**src/rtl/hazard_ctrl.sv**
```systemverilog
// rtl/hazard_ctrl.sv - 5-stage pipeline hazard controller; optional statistics under HAZARD_STATS_EN
module hazard_ctrl #(
    parameter int NREG  = 5,
    parameter int CNT_W = 32
) (
    input  logic             CLK,
    input  logic             nRST,
    input  logic             ihit,
    input  logic             dhit,
    input  logic [NREG-1:0]  decode_rs,
    input  logic [NREG-1:0]  decode_rt,
    input  logic             decode_uses_rt,
    input  logic             decode_jump,
    input  logic             exe_MemRd,
    input  logic [NREG-1:0]  exe_rt,
    input  logic             mem_MemRd,
    input  logic             mem_MemWr,
    input  logic             mem_branch_taken,
    input  logic             mem_halt,
    output logic             pc_en,
    output logic             fetch_en,
    output logic             fetch_flush,
    output logic             decode_en,
    output logic             decode_flush,
    output logic             exmem_en,
    output logic             exmem_flush,
    output logic             memwb_en,
    output logic             memwb_flush,
    output logic             halt,
    output logic [CNT_W-1:0] stall_cnt,
    output logic [CNT_W-1:0] flush_cnt
);

    typedef enum logic [2:0] {
        RUN      = 3'd0,
        LU_STALL = 3'd1,
        DWAIT    = 3'd2,
        IWAIT    = 3'd3,
        HALT     = 3'd4
    } state_t;

    state_t r_state;
    state_t w_next;

    logic w_dreq;
    logic w_lu;

    assign w_dreq = mem_MemRd | mem_MemWr;
    assign w_lu   = exe_MemRd && (exe_rt != '0) &&
                    ((exe_rt == decode_rs) || (decode_uses_rt && (exe_rt == decode_rt)));

    // State register; reset drops any partially sequenced stall
    always_ff @(posedge CLK or negedge nRST) begin
        if (!nRST) begin
            r_state <= RUN;
        end else begin
            r_state <= w_next;
        end
    end

    // Prioritised hazard resolution: halt, dmem wait, redirect, load-use, ifetch wait, jump
    always_comb begin
        w_next       = RUN;
        pc_en        = 1'b1;
        fetch_en     = 1'b1;
        fetch_flush  = 1'b0;
        decode_en    = 1'b1;
        decode_flush = 1'b0;
        exmem_en     = 1'b1;
        exmem_flush  = 1'b0;
        memwb_en     = 1'b1;
        memwb_flush  = 1'b0;
        halt         = 1'b0;
        if (!nRST) begin
            pc_en     = 1'b0;
            fetch_en  = 1'b0;
            decode_en = 1'b0;
            exmem_en  = 1'b0;
            memwb_en  = 1'b0;
        end else if ((r_state == HALT) || mem_halt) begin
            // Let the halting instruction retire through writeback once, then freeze
            w_next    = HALT;
            halt      = 1'b1;
            pc_en     = 1'b0;
            fetch_en  = 1'b0;
            decode_en = 1'b0;
            exmem_en  = 1'b0;
            memwb_en  = (r_state != HALT);
        end else if (w_dreq && !dhit) begin
            w_next      = DWAIT;
            pc_en       = 1'b0;
            fetch_en    = 1'b0;
            decode_en   = 1'b0;
            exmem_en    = 1'b0;
            memwb_flush = 1'b1;
        end else if (mem_branch_taken) begin
            fetch_flush  = 1'b1;
            decode_flush = 1'b1;
            exmem_flush  = 1'b1;
        end else if (r_state == DWAIT) begin
            // Data access just completed: the whole pipe advances unmodified
            w_next = RUN;
        end else if (w_lu && (r_state == RUN)) begin
            w_next       = LU_STALL;
            pc_en        = 1'b0;
            fetch_en     = 1'b0;
            decode_flush = 1'b1;
        end else if (!ihit) begin
            w_next      = IWAIT;
            pc_en       = 1'b0;
            fetch_flush = 1'b1;
        end else if (decode_jump) begin
            fetch_flush = 1'b1;
        end
    end

`ifdef HAZARD_STATS_EN
    logic [CNT_W-1:0] r_stall_cnt;
    logic [CNT_W-1:0] r_flush_cnt;
    logic             w_flush_evt;

    // A redirect raises decode_flush and exmem_flush together; a load-use bubble only decode_flush
    assign w_flush_evt = decode_flush | exmem_flush;

    // Saturating stall and flush event counters
    always_ff @(posedge CLK or negedge nRST) begin
        if (!nRST) begin
            r_stall_cnt <= '0;
            r_flush_cnt <= '0;
        end else begin
            if (!pc_en && !halt && (r_stall_cnt != '1))
                r_stall_cnt <= r_stall_cnt + {{(CNT_W-1){1'b0}}, 1'b1};
            if (w_flush_evt && (r_flush_cnt != '1))
                r_flush_cnt <= r_flush_cnt + {{(CNT_W-1){1'b0}}, 1'b1};
        end
    end

    assign stall_cnt = r_stall_cnt;
    assign flush_cnt = r_flush_cnt;
`else
    assign stall_cnt = '0;
    assign flush_cnt = '0;
`endif

endmodule
```
**config.mk**
```make
export PLATFORM = sky130hd
export DESIGN_NAME = hazard_ctrl
export DESIGN_NICKNAME = d
export VERILOG_FILES = /design/src/rtl/hazard_ctrl.sv
export SDC_FILE = /design/constraint.sdc
export NUM_CORES = 1
export LEC_CHECK = 0
export ABC_CLOCK_PERIOD_IN_PS = 1700
export BUFFER_PORTS_ARGS = -buffer_cell sky130_fd_sc_hd__buf_2
export CAP_MARGIN = 20
export CORE_ASPECT_RATIO = 1.5
export CORE_MARGIN = 1
export CORE_UTILIZATION = 34
export CTS_CLUSTER_DIAMETER = 100
export DETAILED_ROUTE_END_ITERATION = 6
export HOLD_SLACK_MARGIN = 0.15
export PLACE_DENSITY_LB_ADDON = 0.2
export SLEW_MARGIN = 20
export SYNTH_ARGS = -nofsm -noshare
export SYNTH_HDL_FRONTEND = slang
export SYNTH_SLANG_ARGS = --single-unit
```
**constraint.sdc**
```tcl
create_clock -name CLK -period 1.7 [get_ports CLK]
set_input_delay 0.34 -clock CLK [delete_from_list [all_inputs] [get_ports CLK]]
set_output_delay 0.34 -clock CLK [all_outputs]
set_load 0.005 [all_outputs]
```
Yosys cells after proc, flatten, opt, wreduce, memory -nomap -nowiden
Cells that the tools add are included.
{"block": "classes", "n_eq_ne": 5, "muxes": 48, "reduce_logical": 10, "bitwise": 1}
{"op": "$mux 1", "count": 41}
{"op": "$eq 5x5->1", "count": 2}
{"op": "$mux 2", "count": 5}
{"op": "$mux 3", "count": 2}
{"op": "$logic_and 1x1->1", "count": 5}
{"op": "$reduce_bool 5->1", "count": 1}
{"op": "$eq 3x2->1 const B", "count": 1}
{"op": "$eq 3x3->1 const B", "count": 1}
{"op": "$logic_not 3->1", "count": 1}
{"op": "$ne 3x3->1 const B", "count": 1}
{"op": "$logic_or 1x1->1", "count": 2}
{"op": "$logic_not 1->1", "count": 1}
{"op": "$or 1x1->1", "count": 1}
{"block": "totals", "word_cells": 65, "ff_bits": 3, "out_inout_bits": 74, "in_bits": 26}

Longest topological paths before layout
{"block": "depth", "depth_word": 11, "depth_mapped": 4, "depth_no_buf": 4}

Least setup slack after synthesis
OpenSTA, ideal clock, no wires.
{"block": "synth_timing", "path_type": "reg2out", "from": "register r_state[2]", "to": "output port decode_flush", "n_path_buf": 0, "stages_incl_launch_ff": 5, "setup_slack_ps": 99, "required_ps": 1360, "arrival_ps": 1261, "path_cell_list": "dfrtp_1 > nor3b_4 > nor4b_4 > and2_2 > a31o_2"}
{"block": "synth_via", "elab_chain_len": 8, "word_cells_on_any_way": 11, "classes_between": "eq/ne: 2; mux: 6; reduce/logical: 3"}
{"item": "start: declaration", "line": "42", "rtl": "state_t r_state;"}
{"item": "start signal: assignment", "line": "57", "rtl": "r_state <= w_next;"}
{"item": "$logic_not 3->1", "line": "103", "rtl": "end else if (w_lu && (r_state == RUN)) begin"}
{"item": "$logic_and 1x1->1", "line": "103"}
{"item": "$mux 1", "line": "103"}
{"item": "$mux 1", "line": "100", "rtl": "end else if (r_state == DWAIT) begin"}
{"item": "$mux 1", "line": "96", "rtl": "end else if (mem_branch_taken) begin"}
{"item": "$mux 1", "line": "89", "rtl": "end else if (w_dreq && !dhit) begin"}
{"item": "$mux 1 *", "line": "80", "rtl": "end else if ((r_state == HALT) || mem_halt) begin"}
{"item": "$mux 1 *", "line": "74", "rtl": "if (!nRST) begin"}
{"item": "end: declaration", "line": "24", "rtl": "output logic decode_flush,"}
Mark *: on every way between the ends. The rest lies on a longest branch, timed or not.

Worst setup path after layout
{"block": "layout_timing", "from": "register r_state[2]", "to": "output port fetch_flush"}
{"block": "layout_via", "elab_chain_len": 8, "word_cells_on_any_way": 11, "classes_between": "eq/ne: 2; mux: 6; reduce/logical: 3"}
{"item": "$logic_not 3->1", "line": "103"}
{"item": "$logic_and 1x1->1", "line": "103"}
{"item": "$mux 1", "line": "103"}
{"item": "$mux 1", "line": "100"}
{"item": "$mux 1", "line": "96"}
{"item": "$mux 1", "line": "89"}
{"item": "$mux 1 *", "line": "80"}
{"item": "$mux 1 *", "line": "74"}
{"item": "end: declaration", "line": "22", "rtl": "output logic fetch_flush,"}
Marks and branches as above.

==> flow_results.xml <==
<?xml version="1.0" encoding="UTF-8"?>
<metrics>
  <group name="status">
    <metric name="outcome" unit="">finished with violations</metric>
    <metric name="violations_in_the_final_reports" unit="">DRC, setup timing</metric>
  </group>
  <group name="cells_and_area">
    <metric name="diode_count" unit="">0</metric>
    <metric name="fillCellCount" unit="">257</metric>
    <metric name="fin_util" unit="%">44.5</metric>
    <metric name="num-nets-final" unit="">197</metric>
    <metric name="biggestRegsByFlops" unit="">r_state: 3 flops</metric>
    <metric name="largest_register_ff_count" unit="">3</metric>
    <metric name="syn2layout_area_growth" unit="%">22.5</metric>
    <metric name="top_register" unit="">r_state</metric>
    <metric name="final_layout_size_suffix_gt1_share" unit="%">42.4</metric>
  </group>
  <group name="place">
    <metric name="gp_congestion" unit="">0.716</metric>
    <metric name="dp_hpwl" unit="um">1370</metric>
    <metric name="place.port_buffers" unit="">35</metric>
    <metric name="detailedPlace.worstSlack" unit="ps">-135</metric>
  </group>
  <group name="timing">
    <metric name="final_max_slew_viol_count" unit="">0</metric>
    <metric name="finalSetupViolations" unit="">9</metric>
    <metric name="period_needed" unit="ps">1910</metric>
    <metric name="grt_setup_unrepaired" unit="">yes</metric>
    <metric name="fin_skew" unit="ps">3.02</metric>
    <metric name="setup_ws" unit="ps">-211</metric>
    <metric name="final_clock_period_utilization_by_the_worst_path" unit="%">112</metric>
    <metric name="hold_slack" unit="ps">463</metric>
    <metric name="finalHoldViolations" unit="">0</metric>
    <metric name="max_clock_freq" unit="MHz">523</metric>
    <metric name="setup-tns-final" unit="ps">-1190</metric>
  </group>
  <group name="die">
    <metric name="core.rowCount" unit="">22</metric>
    <metric name="design.die.area" unit="um^2">2860</metric>
    <metric name="floorplan.core_area" unit="um^2">2480</metric>
    <metric name="chipWidth" unit="um">44.0</metric>
    <metric name="top_level_ports" unit="">100</metric>
    <metric name="initial_utilization" unit="%">36.4</metric>
    <metric name="floorplan.die.height" unit="um">65.0</metric>
  </group>
  <group name="synthesis">
    <metric name="postSynthRegisterBits" unit="">3</metric>
    <metric name="synthCells" unit="">113</metric>
    <metric name="ys_top_cells_by_area" unit="">sky130_fd_sc_hd__buf_4, sky130_fd_sc_hd__xnor2_1, sky130_fd_sc_hd__dfrtp_1</metric>
    <metric name="netlist.top_cell.by_area" unit="">sky130_fd_sc_hd__buf_4</metric>
    <metric name="yosysTopAreaCellShare" unit="%">54.2</metric>
    <metric name="ys_seq_area_share" unit="%">8.33</metric>
    <metric name="synthMostInstantiatedCell" unit="">sky130_fd_sc_hd__buf_4</metric>
    <metric name="cell_area_synth" unit="um^2">901</metric>
    <metric name="post_synth_num_cell_types" unit="">29</metric>
    <metric name="syn_area_per_cell" unit="um^2">7.97</metric>
    <metric name="synthesis.yosys.warnings" unit="">0</metric>
    <metric name="synth_edf_count" unit="">0</metric>
    <metric name="ys_async_sr_fraction" unit="%">100</metric>
    <metric name="yosys-top-cells-count" unit="">sky130_fd_sc_hd__buf_4, sky130_fd_sc_hd__xnor2_1, sky130_fd_sc_hd__a21oi_1</metric>
    <metric name="synth_top_flop_cell" unit="">sky130_fd_sc_hd__dfrtp_1</metric>
  </group>
  <group name="routing">
    <metric name="first_pass_iters" unit="">6</metric>
    <metric name="dr.first_iter.drc_count" unit="">13</metric>
    <metric name="route.detailed.drc" unit="">6</metric>
    <metric name="vias_per_cell" unit="">3.76</metric>
    <metric name="avgRoutedWirePerCell" unit="um">8.26</metric>
    <metric name="met2RoutedLength" unit="um">828</metric>
    <metric name="num_vias" unit="">730</metric>
    <metric name="drt-met1-wl" unit="um">553</metric>
    <metric name="routed.top_layer" unit="">met4</metric>
    <metric name="drt_wl_total" unit="um">1600</metric>
    <metric name="routed-wl-met3" unit="um">199</metric>
    <metric name="route.antenna.remaining_nets" unit="">0</metric>
  </group>
  <group name="pwr">
    <metric name="cellPowerDensity" unit="nW/um^2">379</metric>
    <metric name="cellLeakagePower" unit="nW">0.635</metric>
    <metric name="worst_supply_voltage_drop_on_vdd" unit="V">0.000213</metric>
    <metric name="design_power_total" unit="uW">418</metric>
  </group>
  <group name="clock_tree">
    <metric name="clockBufferDepth" unit="">2</metric>
    <metric name="clk_pin_slew" unit="ps">40</metric>
    <metric name="clkSinkCount" unit="">3</metric>
    <metric name="clock_root_buffer" unit="">sky130_fd_sc_hd__clkbuf_4</metric>
    <metric name="clock_latency" unit="ps">230</metric>
    <metric name="cts-buffers-inserted" unit="">3</metric>
    <metric name="number_of_h_tree_levels" unit="">1</metric>
    <metric name="tritoncts" unit="">done</metric>
  </group>
  <group name="global_route">
    <metric name="grt_start_max_net_pins" unit="">7</metric>
    <metric name="via_count_of_the_first_global_routing_pass" unit="">531</metric>
    <metric name="antenna_violations_before_repair" unit="">0</metric>
    <metric name="grt_use_total" unit="%">10.3</metric>
    <metric name="grt_pass1_wl" unit="um">2100</metric>
    <metric name="grt_overflow_total" unit="">0</metric>
  </group>
  <group name="setup_path">
    <metric name="ff2ff_path_depth" unit="">6</metric>
    <metric name="crit_path_top_delay_cell" unit="">sky130_fd_sc_hd__nor4b_4</metric>
    <metric name="worst-setup-path-type" unit="">register to output port</metric>
    <metric name="critical_path.max_fanout" unit="">6</metric>
    <metric name="rrSetupSlack" unit="ps">100</metric>
    <metric name="setup.worst_path.start" unit="">r_state[2]</metric>
    <metric name="worstReg2RegEnd" unit="">r_state[0]</metric>
    <metric name="worst-endpoint-required" unit="ps">1360</metric>
    <metric name="worst_setup_path_start_kind" unit="">register</metric>
    <metric name="setup.worst_path.end" unit="">fetch_flush</metric>
    <metric name="critical_path_cell_by_cell" unit="">nor3b_4 &gt; nor4b_4 &gt; o21ai_0 &gt; a21oi_1 &gt; buf_2</metric>
    <metric name="timing.critical_path.to_type" unit="">output port</metric>
    <metric name="critPathMaxStageDelay" unit="ps">400</metric>
    <metric name="reg2reg_from" unit="">r_state[2]</metric>
    <metric name="critical_path_arrival" unit="ps">1570</metric>
  </group>
  <group name="hold_path">
    <metric name="worst_hold_path_stage_count" unit="">4</metric>
    <metric name="min-delay-path-class" unit="">input pin to register</metric>
  </group>
  <group name="run">
    <metric name="max-cap-violations" unit="">0</metric>
  </group>
</metrics>
how the worst min path moves through the flow:
| stage | start | end | slack (ps) |
|---|---|---|---|
| after detailed placement | nRST | r_state[1] | 250 |
| after floorplan | nRST | r_state[0] | 40 |
| after CTS | mem_halt | r_state[1] | 440 |
| final | mem_halt | r_state[1] | 460 |
| after global routing | mem_halt | r_state[1] | 460 |
| after global placement | nRST | r_state[0] | 250 |
critical path, delay by kind of cell (launching register included):
kind	cells	cell delay [ps]
AO/OA/AOI/OAI	2	290
flip-flops	1	360
AND/OR/NAND/NOR	2	560
buffers and inverters	1	120
routing by layer:
layer / vias up / track usage [%]
met1: 313 / 10.6
li1: 355 / -
met5: - / 0
met4: 0 / 7.95
met3: 2 / 3.06
met2: 60 / 16.7
cell families after synthesis:
| logic type | synth area share [%] |
|---|---|
| buffers and inverters | 54.6 |
| other | 0.416 |
| flip-flops | 8.33 |
| XOR/XNOR | 9.72 |
| AO/OA/AOI/OAI | 10.1 |
| AND/OR/NAND/NOR | 16.8 |
final cells by class:
cell class / instances / area [um^2] / share of cell area [%]
multi-input combinational: 107 / 623 / 56.5
sequential: 3 / 76.3 / 6.92
clock buffer: 4 / 26.3 / 2.38
tap: 24 / 30.0 / 2.72
timing repair buffer: 55 / 344 / 31.2
inverter: 1 / 3.75 / 0.340
repair_timing:
action / 4_1_cts / 5_1_grt
pin swaps: 2 / 3
gates resized for setup: 5 / 9
buffers inserted: 3 / 2
endpoints found under the hold margin: 3 / 0
cloned: 0 / 0
hold buffers: 1 / 0
endpoints found under the setup margin: 9 / 10
stage by stage:
stage	instance area, um^2	cells
after floorplan	1140	176
after global placement	975	186
after detailed placement	975	186
final	1100	194
after CTS	1060	193
after global routing	1100	194
layout by cell type, fill, tap and decap left out, types with 2 or more instances in the layout:
| cell | instances |
|---|---|
| sky130_fd_sc_hd__xnor2_1 | 10 |
| sky130_fd_sc_hd__clkbuf_4 | 3 |
| sky130_fd_sc_hd__conb_1 | 64 |
| sky130_fd_sc_hd__dfrtp_1 | 2 |
| sky130_fd_sc_hd__buf_4 | 18 |
| sky130_fd_sc_hd__buf_6 | 3 |
| sky130_fd_sc_hd__nor4b_4 | 2 |
| sky130_fd_sc_hd__nand2_1 | 3 |
| sky130_fd_sc_hd__buf_2 | 33 |
| sky130_fd_sc_hd__nor2b_1 | 2 |
| sky130_fd_sc_hd__a21oi_1 | 3 |
power by group:
group | total (mW) | internal [mW] | leakage (nW) | switching, mW
clock | 0.125 | 0.0879 | 0.0150 | 0.0367
combinational | 0.215 | 0.108 | 0.581 | 0.107
sequential | 0.0782 | 0.0752 | 0.0383 | 0.00301
total | 0.418 | 0.271 | 0.635 | 0.147
Note: power is estimated with default switching activity, not from simulation.
